--- src/rtl/mem_copy_engine_if.sv ---
// Initiator/responder bus used by the copy engine: one request per cycle,
// a transfer completes in the cycle where valid && ready.
interface mem_copy_engine_if;
  logic        valid;
  logic [31:0] address;
  logic [3:0]  wstrobe;
  logic [31:0] wdata;
  logic        ready;
  logic [31:0] rdata;

  modport m (
    output valid, address, wstrobe, wdata,
    input  ready, rdata
  );

  modport s (
    input  valid, address, wstrobe, wdata,
    output ready, rdata
  );
endinterface

--- src/rtl/mem_copy_engine.sv ---
// Word-by-word memory copy engine: one bus read then one bus write per word,
// ascending addresses, all request outputs driven from registers.
module mem_copy_engine #(
  parameter int COUNT_WIDTH = 16
) (
  input  logic                   clk,
  input  logic                   reset,
  input  logic                   start,
  input  logic [31:0]            src_address,
  input  logic [31:0]            dst_address,
  input  logic [COUNT_WIDTH-1:0] word_count,
  output logic                   busy,
  output logic                   done,
  mem_copy_engine_if.m           bus
);

  typedef enum logic [1:0] {
    ST_IDLE,
    ST_READ,
    ST_WRITE,
    ST_DONE
  } state_t;

  localparam logic [31:0] WORD_MASK = ~32'h3;

  state_t                 state;
  logic [31:0]            src_ptr;
  logic [31:0]            dst_ptr;
  logic [COUNT_WIDTH-1:0] remaining;
  logic [31:0]            data_reg;
  logic                   valid_q;
  logic [31:0]            address_q;
  logic [3:0]             wstrobe_q;

  assign bus.valid   = valid_q;
  assign bus.address = address_q;
  assign bus.wstrobe = wstrobe_q;
  assign bus.wdata   = data_reg;

  // NOTE: every register here is updated with <= so all branches see the
  // pre-edge values; the next request is loaded alongside the state change.
  always_ff @(posedge clk) begin
    if (reset) begin
      state     <= ST_IDLE;
      src_ptr   <= '0;
      dst_ptr   <= '0;
      remaining <= '0;
      data_reg  <= '0;
      valid_q   <= 1'b0;
      address_q <= '0;
      wstrobe_q <= '0;
      busy      <= 1'b0;
      done      <= 1'b0;
    end else begin
      case (state)
        ST_IDLE: begin
          done <= 1'b0;
          if (start) begin
            src_ptr   <= src_address & WORD_MASK;
            dst_ptr   <= dst_address & WORD_MASK;
            remaining <= word_count;
            if (word_count == '0) begin
              state <= ST_DONE;
              done  <= 1'b1;
            end else begin
              state     <= ST_READ;
              busy      <= 1'b1;
              valid_q   <= 1'b1;
              address_q <= src_address & WORD_MASK;
              wstrobe_q <= 4'h0;
            end
          end
        end

        ST_READ: begin
          if (bus.ready) begin
            data_reg  <= bus.rdata;
            src_ptr   <= src_ptr + 32'd4;
            state     <= ST_WRITE;
            address_q <= dst_ptr;
            wstrobe_q <= 4'hf;
          end
        end

        ST_WRITE: begin
          if (bus.ready) begin
            dst_ptr   <= dst_ptr + 32'd4;
            remaining <= remaining - COUNT_WIDTH'(1);
            if (remaining == COUNT_WIDTH'(1)) begin
              state     <= ST_DONE;
              valid_q   <= 1'b0;
              wstrobe_q <= 4'h0;
              busy      <= 1'b0;
              done      <= 1'b1;
            end else begin
              // src_ptr was already advanced when the read completed
              state     <= ST_READ;
              address_q <= src_ptr;
              wstrobe_q <= 4'h0;
            end
          end
        end

        ST_DONE: begin
          done  <= 1'b0;
          state <= ST_IDLE;
        end

        default: state <= ST_IDLE;
      endcase
    end
  end

endmodule

--- src/flat_wrapper.sv ---
// flat-port wrapper written by rule: the top's interface ports become plain ports
module mem_copy_engine_flat 
#(
  parameter int COUNT_WIDTH = 16
)
  (clk, reset, start, src_address, dst_address, word_count, busy, done, bus_valid, bus_address, bus_wstrobe, bus_wdata, bus_ready, bus_rdata);
  mem_copy_engine_if bus_i ();
  input  logic clk;
  input  logic reset;
  input  logic start;
  input  logic [31:0] src_address;
  input  logic [31:0] dst_address;
  input  logic [COUNT_WIDTH-1:0] word_count;
  output logic busy;
  output logic done;
  output wire logic [$bits(bus_i.valid)-1:0] bus_valid;
  output wire logic [$bits(bus_i.address)-1:0] bus_address;
  output wire logic [$bits(bus_i.wstrobe)-1:0] bus_wstrobe;
  output wire logic [$bits(bus_i.wdata)-1:0] bus_wdata;
  input wire logic [$bits(bus_i.ready)-1:0] bus_ready;
  input wire logic [$bits(bus_i.rdata)-1:0] bus_rdata;
  assign bus_valid = bus_i.valid;
  assign bus_address = bus_i.address;
  assign bus_wstrobe = bus_i.wstrobe;
  assign bus_wdata = bus_i.wdata;
  assign bus_i.ready = bus_ready;
  assign bus_i.rdata = bus_rdata;
  mem_copy_engine #(.COUNT_WIDTH(COUNT_WIDTH)) u_core (.clk(clk), .reset(reset), .start(start), .src_address(src_address), .dst_address(dst_address), .word_count(word_count), .busy(busy), .done(done), .bus(bus_i));
endmodule
--- config.mk ---
export PLATFORM = sky130hd
export DESIGN_NAME = mem_copy_engine_flat
export DESIGN_NICKNAME = d
export VERILOG_FILES = /design/src/rtl/mem_copy_engine_if.sv /design/src/rtl/mem_copy_engine.sv /design/src/flat_wrapper.sv
export SDC_FILE = /design/constraint.sdc
export NUM_CORES = 1
export LEC_CHECK = 0
export ABC_CLOCK_PERIOD_IN_PS = 2300
export BUFFER_PORTS_ARGS = -buffer_cell sky130_fd_sc_hd__buf_2
export CAP_MARGIN = 5
export CORE_UTILIZATION = 30
export CTS_CLUSTER_SIZE = 25
export DETAILED_ROUTE_END_ITERATION = 10
export PLACE_DENSITY = 0.5
export SLEW_MARGIN = 20
export SYNTH_ARGS = -nofsm -noshare
export SYNTH_HDL_FRONTEND = slang
export SYNTH_SLANG_ARGS = --single-unit
--- constraint.sdc ---
create_clock -name clk -period 2.3 [get_ports clk]
set_input_delay 0.115 -clock clk [delete_from_list [all_inputs] [get_ports clk]]
set_output_delay 0.115 -clock clk [all_outputs]
set_load 0.005 [all_outputs]
==> results of run 1 <==
-- cell families after synthesis --
logic type,Yosys count,synth area share
simple gates,421,0.2628
fa+ha+maj,10,0.01524
mux,12,0.01524
buf+inv,123,0.07011
compound gates,395,0.2855
flops,144,0.3512
-- Yosys cell counts, drive strengths merged, types with 9 or more instances --
cell type / count
ha: 10
dfxtp: 144
o21ai: 84
or4: 9
clkbuf: 77
nor2b: 11
nand2: 127
o22ai: 16
nor2: 74
buf: 25
nor3: 19
nand4: 24
a31oi: 13
a21oi: 169
and4: 13
nor4: 20
a22oi: 35
and3: 21
a211oi: 26
inv: 19
nand3: 68
-- final cells by class --
cell class,count,area [µm²]
fill,2855,16240
multi-input combinational,838,4798
sequential,144,2883
timing repair buffer,274,1857
clock buffer,19,442.9
tap,341,426.7
clock inverter,13,152.6
inverter,19,71.32
antenna,1,2.502
-- state kept, by name, indices dropped and copies added, names as in the netlist --
signal and flops:
u_core.bus.address 31, u_core.bus.valid 1, u_core.bus.wdata 32, u_core.bus.wstrobe 1, u_core.done 1, u_core.dst_ptr 30
u_core.remaining 16, u_core.src_ptr 30, u_core.state 2
-- worst register-to-register path: stages (launching register included) --
cell	delay, ns
dfxtp_1	0.36
inv_1	0.19
ha_2	0.31
buf_12	0.23
inv_1	0.23
or3_1	0.39
mux2_2	0.26
a31oi_1	0.12
-- worst min path at each step --
stage | startpoint | to | cells after the start
after detailed placement | bus_rdata[16] | u_core.bus.wdata[16] | 3
after floorplan | bus_rdata[0] | u_core.bus.wdata[0] | 2
after global routing | word_count[13] | u_core.remaining[13] | 3
final | word_count[9] | u_core.remaining[9] | 3
after CTS | word_count[15] | u_core.remaining[15] | 3
after global placement | bus_rdata[8] | u_core.bus.wdata[8] | 3
-- stage by stage --
| stage | hold WS, ns | utilization | power (W) |
|---|---|---|---|
| floorplan | 0.2510 | - | 0.009107 |
| global placement | 0.3553 | 0.3603 | 0.01200 |
| detailed placement | 0.3617 | 0.3603 | 0.01207 |
| CTS | 0.005229 | 0.3948 | 0.01501 |
| global route | 0.03031 | 0.3956 | 0.01612 |
| finish | 0.01993 | 0.3957 | 0.01493 |
-- metal layers --
metal  GRT usage  vias up  part of all wire
li1            -     4466                 -
met1      0.2942     4218              0.47
met2      0.3167      289              0.45
met3     0.03522       30             0.054
met4     0.06701        0             0.021
met5           0        -                 0
-- power by group --
part           total, W  switching, W  internal [W]
sequential      0.00442      0.000943       0.00348
clock           0.00284       0.00119       0.00165
combinational   0.00767       0.00453       0.00314
total            0.0149       0.00666       0.00827
-- what timing repair did --
action / in CTS / in global routing
setup buffers: 0 / 1
hold buffers: 33 / 0
endpoints found under the setup margin: 0 / 12
resized for setup: 0 / 4
endpoints found under the hold margin: 33 / 0
==> metrics.txt, run 1 <==
Port Buf Inserts=182; buffer depth of the longest clock path=2; number of vias after detailed routing=9003; count of endpoints failing hold in the final timing report=0; pre-CTS worst setup slack=0.1458 ns; core footprint=0.02688 mm²; cell class contributing the biggest share of worst-path delay=buffers and inverters; final global-route overflow total=0; Num Clock Sinks=144; initial cell density of the core=0.3054; number of cells on the worst reg-to-reg path=7; Placement Cell Area=0.009684 mm²; most common library cell in the layout ignoring fill and taps=buf_2; Final Instance Count excl. Fillers=1649; Area growth, synth to finish=29.54%; Reg-to-Reg End=u_core.src_ptr[23]; kind of capture point of the worst setup path=flip-flop; Final Worst Setup Slack=0.1317 ns; synth unique cells=68; number of warnings issued by yosys=0; setup repair after global routing missed its margin=yes; Pre-antenna DRT Iters=5; count of cell instances traversed by the critical path=7; max-cap violation count=0; kind of path behind the tightest hold check=input pin to flip-flop; delay contributed by the slowest stage of the critical path=0.39 ns; most repeated library cell on the critical path=inv_1; data arrival at the endpoint of the critical path=2.52 ns; number of instances in the synthesized netlist=1105; Total GRT Usage=0.2073; clock root buffer=clkbuf_16; Net Count, Synth=1231; number of H-tree levels=4; post-route clock period utilization=0.9427; maximum operating frequency=461.2 MHz; Clock transition at path regs=0.07 ns; setup_tns=0 ns; violation count after the first detailed-route iteration=690; total standard cell area after synthesis=0.008209 mm²; Slew @ Worst Pin=0.6717 ns; endpoint of the most critical setup path=u_core.src_ptr[23]; total detailed-routing wirelength=29.23 mm; slowest cell on the critical path=or3_1; antenna-violating nets left=0; worst path required time=2.65 ns; Pleak=4.073 nW; final number of setup-violating endpoints=0; worst setup slack for register-to-register paths=0.13 ns; kind of critical path=flip-flop to flip-flop; largest area contributor in the synthesized netlist=dfxtp_1; mean number of vias per cell=5.460; total DRC errors in the routed layout=0; via count of the first global-routing pass=8257; minimum clock period after layout=2.168 ns; crit path cell chain=inv_1, ha_2, buf_12, inv_1, or3_1, mux2_2, a31oi_1; overall die height=167.4 µm; clock latency on the worst-skew pair=0.42 ns; ports placed on the boundary=187; area enclosed by the die boundary=0.02803 mm²; biggest area contributors in the synthesized netlist=dfxtp_1, a21oi_1, nand2_1, nand3_1, o21ai_0; average wire per standard cell=17.72 µm; fraction of layout instances using a drive strength above 1=0.2295; clock tree from TritonCTS=done; Critical R2R Launch=u_core.state[1]; pin count of the biggest net entering global routing=137; start point of the critical path=u_core.state[1]; fraction of registers with async set or reset after synthesis=0; Cell Count Post-Placement=1582; Most used DFF post-synth=dfxtp_1; sequential share of the synthesized area=0.3512; detailed placer's ending HPWL=20.21 mm; number of buffers created by CTS=17; flip-flop and latch count after synthesis=144; buffer and inverter count on the worst path=3; area share of the leading cell type in the synthesized netlist=0.3512; net count reported at finish=1420; post-route cell area=0.01063 mm²; Cell Rows=60; commonest non-fill, non-tap cells in the layout=buf_2, a21oi_1, dfxtp_1; Setup Skew=0.01163 ns; power density over the cells=1404 mW/mm²; Pins Over Slew Limit=0; horizontal extent of the die=167.4 µm; initial antenna violation count=0; Peak VDD IR=0.7059 mV; status=finished clean; RePlAce Congestion=0.8462; global-route wire length before repair=46.19 mm; mean post-synth cell area=7.429 µm²; Critical Path Start Type=flip-flop; maximum fanout along the worst path=43; Worst slew margin=0.5522; number of enable flip-flop cells after synthesis=0
No activity file was read; power rests on OpenSTA's default activity.
==> run 2: changes to the inputs <==
--- a/config.mk
+++ b/config.mk
@@ -8,6 +8,7 @@
 export ABC_CLOCK_PERIOD_IN_PS = 2300
 export BUFFER_PORTS_ARGS = -buffer_cell sky130_fd_sc_hd__buf_2
 export CAP_MARGIN = 5
+export CORE_ASPECT_RATIO = 0.9
 export CORE_UTILIZATION = 30
 export CTS_CLUSTER_SIZE = 25
 export DETAILED_ROUTE_END_ITERATION = 10
==> run 2 against run 1 <==
  * Clock skew is 0.0021 ns lower
  * Clock power is essentially flat
  * Utilization rose by 0.078 points
  * Design area rose by 0.51%
  * First-iteration DRC count increased by 23%
  * Wire length up 2.4%
  * Sequential cell count unchanged
  * Sequential power decreased by 0.9%
  * Critical path depth is the same
==> metrics.txt, run 2 (synthesis gave the netlist of run 1 again) <==
status=finished clean (unchanged); Critical Path Start Type=flip-flop (unchanged); max reg flops=32 (unchanged); clock root buffer=clkbuf_16 (unchanged); number of filler instances in the final layout=2866 (was 2855); fraction of layout instances using a drive strength above 1=0.2352 (was 0.2295); final number of setup-violating endpoints=0 (unchanged); minimum clock period after layout=2.159 ns (was 2.168 ns); detailed placer's ending HPWL=20.64 mm (was 20.21 mm); Slew @ Worst Pin=0.5589 ns (was 0.6717 ns); Placement Cell Area=0.009731 mm² (was 0.009684 mm²); initial cell density of the core=0.3045 (was 0.3054); pin count of the biggest net entering global routing=105 (was 137); post-route clock period utilization=0.9389 (was 0.9427); Pins Over Slew Limit=0 (unchanged); net count reported at finish=1431 (was 1420); Cell Rows=57 (was 60); area enclosed by the die boundary=0.02803 mm² (about the same); clock latency on the worst-skew pair=0.43 ns (was 0.42 ns); count of endpoints failing hold in the final timing report=0 (unchanged); start point of the critical path=u_core.state[0] (was u_core.state[1]); kind of capture point of the worst setup path=flip-flop (unchanged); Worst slew margin=0.6274 (was 0.5522); number of buffers created by CTS=17 (unchanged); horizontal extent of the die=176.4 µm (was 167.4 µm); maximum fanout along the worst path=8 (was 43); Total GRT Usage=0.2095 (was 0.2073); total detailed-routing wirelength=29.93 mm (was 29.23 mm); worst path required time=2.61 ns (was 2.65 ns); max-cap violation count=0 (unchanged); Pleak=4.117 nW (was 4.073 nW); Pre-antenna DRT Iters=5 (unchanged); data arrival at the endpoint of the critical path=2.47 ns (was 2.52 ns); antenna-violating nets left=0 (unchanged); Num Clock Sinks=144 (unchanged); initial antenna violation count=0 (unchanged); worst slack on hold paths=0.03139 ns (was 0.01993 ns); post-route cell area=0.01069 mm² (was 0.01063 mm²); via count of the first global-routing pass=8159 (was 8257); average wire per standard cell=17.90 µm (was 17.72 µm); RePlAce Congestion=0.8714 (was 0.8462); maximum operating frequency=463.1 MHz (was 461.2 MHz); clock tree from TritonCTS=done (unchanged); global-route wire length before repair=46.29 mm (was 46.19 mm); ports placed on the boundary=187 (unchanged); number of vias after detailed routing=9092 (was 9003); setup repair after global routing missed its margin=yes (unchanged); critical hold path startpoint=dst_address[3] (was word_count[9]); kind of path behind the tightest hold check=input pin to flip-flop (unchanged); Setup Skew=0.009551 ns (was 0.01163 ns); buffer depth of the longest clock path=2 (unchanged); core footprint=0.02696 mm² (was 0.02688 mm²); Port Buf Inserts=182 (unchanged); violation count after the first detailed-route iteration=851 (was 690); Peak VDD IR=0.8106 mV (was 0.7059 mV); total DRC errors in the routed layout=0 (unchanged); mean number of vias per cell=5.438 (was 5.460); number of H-tree levels=4 (unchanged); commonest non-fill, non-tap cells in the layout=buf_2, a21oi_1, dfxtp_1 (unchanged); overall die height=158.9 µm (was 167.4 µm); final core utilization=0.3965 (was 0.3957); count of inserted antenna diode cells=0 (was 1); power density over the cells=1411 mW/mm² (was 1404 mW/mm²); kind of critical path=flip-flop to flip-flop (unchanged); Critical R2R Launch=u_core.state[0] (was u_core.state[1]); Clock transition at path regs=0.07 ns (about the same); Area growth, synth to finish=30.19% (was 29.54%); final global-route overflow total=0 (unchanged); most common library cell in the layout ignoring fill and taps=buf_2 (unchanged)
## run 2: changes by cell type in the layout (fill, tap and decap cells not counted), moves of 2 or more
cell / delta
buf_4: +11
dlygate4sd3_1: +3
o21ai_1: -2
buf_12: -2
clkinv_4: -2
inv_8: +4
## run 2: final timing paths
| kind | slack, ns | to | cells past startpoint |
|---|---|---|---|
| max | 0.14 | u_core.dst_ptr[30] | 7 |
| min | 0.03 | u_core.dst_ptr[3] | 3 |
| max reg2reg | 0.14 | u_core.dst_ptr[30] | 7 |
| min reg2reg | 0.46 | u_core.bus.wdata[14] | 2 |
## run 2: through the flow
step / power [W] / std cells / setup TNS, ns / setup slack (ns)
global route: 0.01616 / 1672 / -0.02511 / -0.01866
floorplan: 0.009107 / 1105 / 0 / 0.1851
finish: 0.01508 / 1672 / 0 / 0.1406
detailed placement: 0.01212 / 1604 / 0 / 0.1009
global placement: 0.01207 / 1604 / 0 / 0.1314
CTS: 0.01507 / 1672 / 0 / 0.07393
## run 2: layer usage
metal	wire, µm	track usage
met5	0	0
met4	355	0.05094
met1	14580	0.3103
met2	13160	0.3119
met3	1831	0.03629
## run 2: area by class of cell
cell class,instances,area [µm²],share of cell area
Multi-Input combinational cell,838,4801,0.4492
Sequential cell,144,2884,0.2698
Timing Repair Buffer,285,1902,0.1779
Tap cell,354,442.9,0.04144
Clock buffer,18,439.2,0.04109
Clock inverter,14,147.6,0.01381
Inverter,19,71.32,0.006673
## run 2: timing repair
item,in CTS,in global routing
endpoints found under the setup margin,0,42
gates resized for setup,0,4
buffers inserted,0,0
hold endpoints to repair,36,0
hold buffers,36,0
## run 2: power breakdown
part / switching [W] / internal [W] / total (W)
Combinational: 0.00465 / 0.00319 / 0.00783
Clock: 0.00130 / 0.00156 / 0.00286
Sequential: 0.000904 / 0.00348 / 0.00438
Total: 0.00685 / 0.00823 / 0.0151
## run 2: critical path: stages (launching register included)
cell	delay, ns
dfxtp_2	0.35
inv_1	0.17
ha_2	0.32
mux2i_1	0.18
nor4_1	0.40
nor4b_4	0.35
and4_1	0.23
nor3_1	0.04
==> run 3: changes to the inputs <==
--- a/config.mk
+++ b/config.mk
@@ -9,10 +9,10 @@
 export BUFFER_PORTS_ARGS = -buffer_cell sky130_fd_sc_hd__buf_2
 export CAP_MARGIN = 5
 export CORE_ASPECT_RATIO = 0.9
-export CORE_UTILIZATION = 30
+export CORE_UTILIZATION = 50
 export CTS_CLUSTER_SIZE = 25
 export DETAILED_ROUTE_END_ITERATION = 10
-export PLACE_DENSITY = 0.5
+export PLACE_DENSITY = 0.77
 export SLEW_MARGIN = 20
 export SYNTH_ARGS = -nofsm -noshare
 export SYNTH_HDL_FRONTEND = slang
==> constraint.sdc (replaced) <==
create_clock -name clk -period 2.3 [get_ports clk]
set_input_delay 0 -clock clk [delete_from_list [all_inputs] [get_ports clk]]
set_output_delay 0 -clock clk [all_outputs]
set_load 0.005 [all_outputs]
==> run 3 against run 2 <==
  * Design area increased by 1.5%
  * Sequential power increased by 2%
  * Critical path type unchanged
  * Worst setup slack got worse by 0.039 ns
  * Sequential cell count unchanged
  * Cell count decreased by 6.7%
  * Maximum frequency decreased by 1.8%
  * Utilization increased by 28 points
  * Sequential share of layout area decreased by 0.42 points
  * Register-to-register slack got worse by 0.04 ns
==> metrics.txt, run 3 (synthesis gave the netlist of run 1 again) <==
status=finished clean (unchanged); post-route cell area=0.01085 mm² (was 0.01069 mm²); Port Buf Inserts=182 (unchanged); maximum fanout along the worst path=30 (was 8); global-route wire length before repair=42.77 mm (was 46.29 mm); net count reported at finish=1465 (was 1431); overall die height=123.6 µm (was 158.9 µm); kind of critical path=flip-flop to flip-flop (unchanged); via count of the first global-routing pass=8535 (was 8159); Pre-antenna DRT Iters=6 (was 5); detailed placer's ending HPWL=17.52 mm (was 20.64 mm); clock root buffer=clkbuf_16 (unchanged); worst path required time=2.58 ns (was 2.61 ns); Pins Over Slew Limit=0 (unchanged); buffer depth of the longest clock path=2 (unchanged); kind of capture point of the worst setup path=flip-flop (unchanged); setup repair after global routing missed its margin=yes (unchanged); clock latency on the worst-skew pair=0.42 ns (was 0.43 ns); commonest non-fill, non-tap cells in the layout=buf_2, a21oi_1, dfxtp_1 (unchanged); horizontal extent of the die=137.1 µm (was 176.4 µm); RePlAce Congestion=0.9422 (was 0.8714); initial antenna violation count=1 (was 0); crit path cell chain=or4_4, nor4b_4, nand4_1, buf_4, nand3_1, a21oi_1 (was inv_1, ha_2, mux2i_1, nor4_1, nor4b_4, and4_1, nor3_1); count of endpoints failing hold in the final timing report=0 (unchanged); delay contributed by the slowest stage of the critical path=0.57 ns (was 0.40 ns); mean number of vias per cell=6.111 (was 5.438); total DRC errors in the routed layout=0 (unchanged); Num Clock Sinks=144 (unchanged); core footprint=0.01608 mm² (was 0.02696 mm²); register area=0.002883 mm² (was 0.002884 mm²); Peak VDD IR=0.8499 mV (was 0.8106 mV); average wire per standard cell=17.78 µm (was 17.90 µm); Setup Skew=0.005526 ns (was 0.009551 ns); Slew @ Worst Pin=0.6549 ns (was 0.5589 ns); Total GRT Usage=0.3228 (was 0.2095); kind of path behind the tightest hold check=input pin to flip-flop (unchanged); clock tree from TritonCTS=done (unchanged); ports placed on the boundary=187 (unchanged); number of H-tree levels=4 (unchanged); Cell Rows=44 (was 57); pre-CTS worst setup slack=0.1483 ns (was 0.1009 ns); number of buffers created by CTS=17 (unchanged); pin count of the biggest net entering global routing=137 (was 105); number of filler instances in the final layout=1339 (was 2866); footprint of the multi-input gates=0.004807 mm² (was 0.004801 mm²); data arrival at the endpoint of the critical path=2.48 ns (was 2.47 ns); Area growth, synth to finish=32.17% (was 30.19%); final global-route overflow total=0 (unchanged); worst setup slack for register-to-register paths=0.10 ns (was 0.14 ns); fraction of layout instances using a drive strength above 1=0.2189 (was 0.2352); post-route clock period utilization=0.9559 (was 0.9389); antenna-violating nets left=0 (unchanged); worst slack on hold paths=0.008860 ns (was 0.03139 ns); violation count after the first detailed-route iteration=1284 (was 851); number of vias after detailed routing=9533 (was 9092); max-cap violation count=0 (unchanged); total detailed-routing wirelength=27.74 mm (was 29.93 mm); Final Worst Setup Slack=0.1013 ns (was 0.1406 ns); slowest cell on the critical path=or4_4 (was nor4_1); Clock transition at path regs=0.06 ns (was 0.07 ns); most common library cell in the layout ignoring fill and taps=buf_2 (unchanged); minimum clock period after layout=2.199 ns (was 2.159 ns); power density over the cells=1364 mW/mm² (was 1411 mW/mm²); Worst slew margin=0.5634 (was 0.6274); area enclosed by the die boundary=0.01694 mm² (was 0.02803 mm²); max reg flops=32 (unchanged); Placement Cell Area=0.009384 mm² (was 0.009731 mm²); Pleak=4.236 nW (was 4.117 nW); Critical Path Start Type=flip-flop (unchanged); maximum operating frequency=454.8 MHz (was 463.1 MHz); initial cell density of the core=0.5107 (was 0.3045); final number of setup-violating endpoints=0 (unchanged)
run 3: through the flow:
stage	setup TNS, ns	util	power [W]	cells
3_3_place_gp	0	0.5837	0.01146	1442
3_5_place_dp	0	0.5837	0.01161	1442
4_1_cts	0	0.6722	0.01458	1556
6_report	0	0.6750	0.01480	1560
2_1_floorplan	0	-	0.009107	1105
5_1_grt	-0.02243	0.6750	0.01581	1560
run 3: path summary, 6_finish.rpt:
| path | start | to | cells past startpoint |
|---|---|---|---|
| worst max-delay path | u_core.remaining[10] | u_core.bus.address[16] | 6 |
| worst min-delay path | src_address[26] | u_core.bus.address[26] | 5 |
| worst max register to register | u_core.remaining[10] | u_core.bus.address[16] | 6 |
| worst min register to register | u_core.bus.wdata[26] | u_core.bus.wdata[26] | 2 |
run 3: repair_timing:
item / 4_1_cts / 5_1_grt
setup buffers: 0 / 2
endpoints found under the setup margin: 0 / 13
endpoints found under the hold margin: 87 / 0
resized for setup: 0 / 3
hold buffers: 82 / 0
run 3: critical path: cells and delay by family, from the launching register on:
kind	cells	cell delay, ns
simple gates	4	1.34
compound gates	1	0.08
buf+inv	1	0.29
flops	1	0.35
run 3: report_power, final:
group	internal (W)	switching [W]	total [W]
combinational	0.00302	0.00449	0.00751
sequential	0.00348	0.000977	0.00446
clock	0.00164	0.00120	0.00283
total	0.00813	0.00667	0.0148
run 3: cell type report:
cell class	instances	share of cell area
diodes	1	0.0002306
clock buffers	17	0.03921
clock inverters	15	0.01614
inverters	19	0.006573
multi-input cells	839	0.4430
flip-flops and latches	144	0.2657
well taps	207	0.02387
repair buffers	318	0.2053
run 3: metal layers:
layer  GRT usage  up-vias  part of all wire
li1            -     4555                 -
met1      0.4485     4412              0.43
met2      0.4804      507              0.45
met3     0.07257       59             0.094
met4      0.1326        0             0.027
met5           0        -                 0
